File: src/rtl/carregador_programa.sv
// Program loader: takes a framed byte stream, writes the payload into instruction memory
// from address 0 and releases the processor only after a frame with a matching checksum.
module carregador_programa #(
  parameter logic [7:0] CABECALHO = 8'hA5,
  parameter int         TIMEOUT   = 1000
) (
  input  logic       clk,
  input  logic       reset,
  input  logic       rx_valid,
  input  logic [7:0] rx_byte,
  output logic       rx_ready,
  output logic       mem_we,
  output logic [7:0] mem_endereco,
  output logic [7:0] mem_dado,
  output logic       cpu_hold,
  output logic       done,
  output logic       erro
);

  localparam int CW = $clog2(TIMEOUT + 1);

  typedef enum logic [2:0] {
    OCIOSO,
    TAMANHO,
    DADOS,
    CHECKSUM,
    CONCLUIDO
  } estado_t;

  estado_t    state_reg, state_next;
  logic [8:0] restante_reg, restante_next;
  logic [7:0] endereco_reg, endereco_next;
  logic [7:0] soma_reg, soma_next;
  logic [CW-1:0] ocioso_reg, ocioso_next;
  logic       rx_ready_reg, rx_ready_next;
  logic       mem_we_reg, mem_we_next;
  logic [7:0] mem_endereco_reg, mem_endereco_next;
  logic [7:0] mem_dado_reg, mem_dado_next;
  logic       cpu_hold_reg, cpu_hold_next;
  logic       done_reg, done_next;
  logic       erro_reg, erro_next;

  logic aceito;
  assign aceito = rx_valid && rx_ready_reg;

  always_ff @(posedge clk) begin
    if (!reset) begin
      state_reg        <= OCIOSO;
      restante_reg     <= '0;
      endereco_reg     <= '0;
      soma_reg         <= '0;
      ocioso_reg       <= '0;
      rx_ready_reg     <= 1'b0;
      mem_we_reg       <= 1'b0;
      mem_endereco_reg <= '0;
      mem_dado_reg     <= '0;
      cpu_hold_reg     <= 1'b1;
      done_reg         <= 1'b0;
      erro_reg         <= 1'b0;
    end else begin
      state_reg        <= state_next;
      restante_reg     <= restante_next;
      endereco_reg     <= endereco_next;
      soma_reg         <= soma_next;
      ocioso_reg       <= ocioso_next;
      rx_ready_reg     <= rx_ready_next;
      mem_we_reg       <= mem_we_next;
      mem_endereco_reg <= mem_endereco_next;
      mem_dado_reg     <= mem_dado_next;
      cpu_hold_reg     <= cpu_hold_next;
      done_reg         <= done_next;
      erro_reg         <= erro_next;
    end
  end

  always_comb begin
    state_next        = state_reg;
    restante_next     = restante_reg;
    endereco_next     = endereco_reg;
    soma_next         = soma_reg;
    ocioso_next       = ocioso_reg;
    rx_ready_next     = 1'b1;
    mem_we_next       = 1'b0;
    mem_endereco_next = mem_endereco_reg;
    mem_dado_next     = mem_dado_reg;
    cpu_hold_next     = cpu_hold_reg;
    done_next         = done_reg;
    erro_next         = erro_reg;

    case (state_reg)
      OCIOSO, CONCLUIDO: begin
        if (aceito && rx_byte == CABECALHO) begin
          state_next    = TAMANHO;
          done_next     = 1'b0;
          erro_next     = 1'b0;
          cpu_hold_next = 1'b1;
          ocioso_next   = '0;
        end
      end

      TAMANHO, DADOS, CHECKSUM: begin
        if (!aceito) begin
          // Stalled sender: abandon the frame after TIMEOUT idle cycles.
          if (ocioso_reg == CW'(TIMEOUT - 1)) begin
            state_next    = OCIOSO;
            erro_next     = 1'b1;
            done_next     = 1'b0;
            cpu_hold_next = 1'b1;
            ocioso_next   = '0;
          end else begin
            ocioso_next = ocioso_reg + 1'b1;
          end
        end else begin
          ocioso_next = '0;
          case (state_reg)
            TAMANHO: begin
              restante_next = (rx_byte == 8'h00) ? 9'd256 : {1'b0, rx_byte};
              soma_next     = '0;
              endereco_next = '0;
              state_next    = DADOS;
            end
            DADOS: begin
              mem_we_next       = 1'b1;
              mem_endereco_next = endereco_reg;
              mem_dado_next     = rx_byte;
              endereco_next     = endereco_reg + 8'd1;
              soma_next         = soma_reg + rx_byte;
              restante_next     = restante_reg - 9'd1;
              if (restante_reg == 9'd1) begin
                state_next = CHECKSUM;
              end
            end
            default: begin
              if (rx_byte == soma_reg) begin
                done_next     = 1'b1;
                erro_next     = 1'b0;
                cpu_hold_next = 1'b0;
                state_next    = CONCLUIDO;
              end else begin
                done_next     = 1'b0;
                erro_next     = 1'b1;
                cpu_hold_next = 1'b1;
                state_next    = OCIOSO;
              end
            end
          endcase
        end
      end

      default: state_next = OCIOSO;
    endcase
  end

  assign rx_ready     = rx_ready_reg;
  assign mem_we       = mem_we_reg;
  assign mem_endereco = mem_endereco_reg;
  assign mem_dado     = mem_dado_reg;
  assign cpu_hold     = cpu_hold_reg;
  assign done         = done_reg;
  assign erro         = erro_reg;

endmodule
File: config.mk
export PLATFORM = sky130hd
export DESIGN_NAME = carregador_programa
export DESIGN_NICKNAME = d
export VERILOG_FILES = /design/src/rtl/carregador_programa.sv
export SDC_FILE = /design/constraint.sdc
export NUM_CORES = 1
export LEC_CHECK = 0
export BUFFER_PORTS_ARGS = -buffer_cell sky130_fd_sc_hd__buf_4
export CAP_MARGIN = 15
export CORE_MARGIN = 2
export CORE_UTILIZATION = 40
export CTS_BUF_LIST = sky130_fd_sc_hd__clkbuf_8
export CTS_CLUSTER_SIZE = 25
export DETAILED_ROUTE_END_ITERATION = 16
export PLACE_DENSITY_LB_ADDON = 0.08
export SLEW_MARGIN = 30
export SYNTH_ARGS = -nofsm -noshare
export SYNTH_HDL_FRONTEND = slang
export SYNTH_SLANG_ARGS = --single-unit
File: constraint.sdc
create_clock -name clk -period 2.45 [get_ports clk]
set_clock_uncertainty 0.2 [all_clocks]
set_input_delay 0.1225 -clock clk [delete_from_list [all_inputs] [get_ports clk]]
set_output_delay 0.1225 -clock clk [all_outputs]
set_load 0.005 [all_outputs]
==> reports/results.ini <==
[run_status]
outcome = complete, no violations

[yosys]
yosys-top-cells-area = dfxtp_1 38%, nand2_1 6.8%, a21oi_1 5.5%
post_synth.cell_area_avg_um2 = 8.24
syn_nets = 397
yosysWarnings = 0
synth_flop_cell = dfxtp_1
async_reset_ff_share_pct = 0
syn_inst = 374
ys_seq_area_share_pct = 38.3
ys_types = 60
synth_top_area_cell = dfxtp_1
ys_seq_elements = 59
synth_edf_count = 0
yosysTopAreaCellShare_pct = 38.3
synthesis.area_um2 = 3080

[worst_setup_path]
cp-start-kind = input pin
cpMostUsedCell = a21o_1
r2r-start = soma_reg[0]$_SDFFE_PN0P_
cpPeakStageDelay_ns = 0.54
cp.buffers_inverters = 2
endpoint_kind = flip-flop
cp_max_fo = 6
crit_path_start = rx_byte[0]
cp_slowest_cell = dlygate4sd3_1
cp.required_ns = 2.49
cp_cell_sequence = dlygate4sd3_1 > buf_4 > ha_1 > fa_1 > a21o_1 > a21o_1 > a21oi_1 > mux2i_1 > nand2_1
cp.arrival_ns = 2.32
path_class = input pin to flip-flop
crit_family = buffers and inverters

[clock_network]
cts_tree = yes
numCtsBuffers = 9
cts_hold_buffers = 9
cts.sinks = 59
ctsResizeCount = 0
clock_path_buffers = 2
clk_pin_slew_worst_paths_ns = 0.07
postCtsSetupBuffers = 0
cts_root_buffer = clkbuf_8
clkLatencyLatePin_ns = 0.34
htree_levels = 3

[layout]
nNetsFinal = 438
instances_no_fill = 519
ff_latch_area_um2 = 1180
drive_above_1_share_pct = 17.6
largest_register_ffs = 10
diodes = 0
final_cell_mix = 59 x dfxtp_1, 56 x nand2_1, 42 x buf_4
final_common_cell = dfxtp_1
fill_cells = 748
multi_input_area_um2 = 1720
syn_to_final_growth_pct = 20.3

[detailed_routing]
wl_per_cell_um = 14.3
first_iter_violations = 133
drc = 0
ant_nets = 0
vias = 2795
drtPass1Iterations = 4
detail_route.wirelength_um = 7440
via_per_inst = 5.39

[placed_design]
place.gp.congestion = 0.839
hpwl_um = 5190
dp.cells = 494
io_buffer_count = 31

[sta]
worst_pin_slew_ns = 0.480
setup_viol = 0
fmax_ghz = 0.438
rsz0062_at_grt = false
setup_tns_ns = 0
period_share_pct = 93.1
relSlewSlack_pct = 68.0
hold_viol_final = 0
drv_slew = 0
timing.final.crit_period_ns = 2.28

[global_routing]
grt_pass1_wl_um = 12800
grtUsageTotal_pct = 18.9
overflow = 0
grt_pass1_vias = 2718
grt_max_degree = 24
antenna_found_initial = 0

[power_and_ir_drop]
p_int_mw = 1.60
power.switching_mw = 0.470
power_mw = 2.07
seq_power_share_pct = 46.4
switching_share_pct = 22.7
power_per_cell_area_nw_per_um2 = 558
p_clk_share_pct = 49.2
p_comb_share_pct = 4.4
ir_worst_vdd_uv = 229
cellLeakagePower_nw = 1.41

[floorplan]
start_util_pct = 41.8
io_pins = 32
core_area_um2 = 7370
die_y_um = 91.8
num_rows = 31
die_area_um2 = 8420
die_w_um = 91.8

[hold_path]
hp-start = rx_valid
hp-class = input pin to flip-flop

[job]
max_cap_violations = 0

## worst paths after layout
kind	endpoint	slack, ns	cells past startpoint
hold / removal	mem_endereco[4]$_SDFFE_PN0P_	0.19	5
setup reg to reg	soma_reg[6]$_SDFFE_PN0P_	0.35	7
setup / recovery	soma_reg[6]$_SDFFE_PN0P_	0.17	9
hold reg to reg	mem_dado[2]$_SDFFE_PN0P_	0.26	2
## cell families after synthesis
logic type / share of synthesized area [%]
xor+xnor: 3.41
buf+inv: 5.77
mux: 0.325
compound gates: 21.6
fa+ha+maj: 5.12
flops: 38.3
simple gates: 25.4
## through the flow
step / utilization (%) / area (um^2) / setup slack (ns) / hold WS (ns)
finish: 50.3 / 3700 / 0.168 / 0.193
global route: 50.3 / 3700 / 0.0562 / 0.219
CTS: 50.3 / 3700 / 0.166 / 0.175
detailed placement: 46.0 / 3390 / 0.341 / 0.194
global placement: 46.0 / 3390 / 0.364 / 0.195
floorplan: - / 3080 / 0.466 / -0.0498
## area by class of cell
type,instances,share of cell area (%)
repair buffers,52,11.5
well taps,99,3.34
clock inverters,6,2.40
flip-flops and latches,59,31.9
multi-input cells,286,46.5
inverters,7,0.709
clock buffers,10,3.71
## power by group through the flow
stage / sequential (mW) / clock [mW] / combinational (mW)
floorplan: 0.982 / 0 / 0.0464
detailed placement: 0.982 / 0 / 0.0796
finish: 0.960 / 1.02 / 0.0911
global route: 0.960 / 1.08 / 0.0996
CTS: 0.960 / 1.04 / 0.0911
global placement: 0.982 / 0 / 0.0793
## cell usage after synthesis, types with 2 or more instances
library cell	n
a21oi_1	34
nor2_1	41
a22oi_1	10
o21ai_0	18
buf_2	6
and2_1	4
xor2_1	7
nand4_1	7
nor3_1	11
o211ai_1	6
a41oi_1	2
nor2b_1	2
nor4_1	7
buf_6	4
nand2_1	56
clkbuf_1	7
dfxtp_1	59
nor3b_1	3
nand3_1	12
and3_1	5
ha_1	11
and4_1	2
xnor2_1	5
a311oi_1	3
o221a_2	3
a21o_1	3
o21a_1	4
clkbuf_8	2
buf_4	2
inv_1	7
a211oi_1	2
## layer usage
layer	GRT usage, %	share of wire [%]	up-vias
met5	0	0	-
met2	30.3	46	33
met3	3.20	2.7	8
met1	24.9	49	1326
li1	-	-	1428
met4	8.46	1.5	0
## tightest hold or removal path, cell delays in order
cell     delay, ns
buf_4         0.11
nand2_1       0.20
nor2_4        0.12
nand2_1       0.08
a21oi_1       0.05
Power figures use the tool's default switching activity.
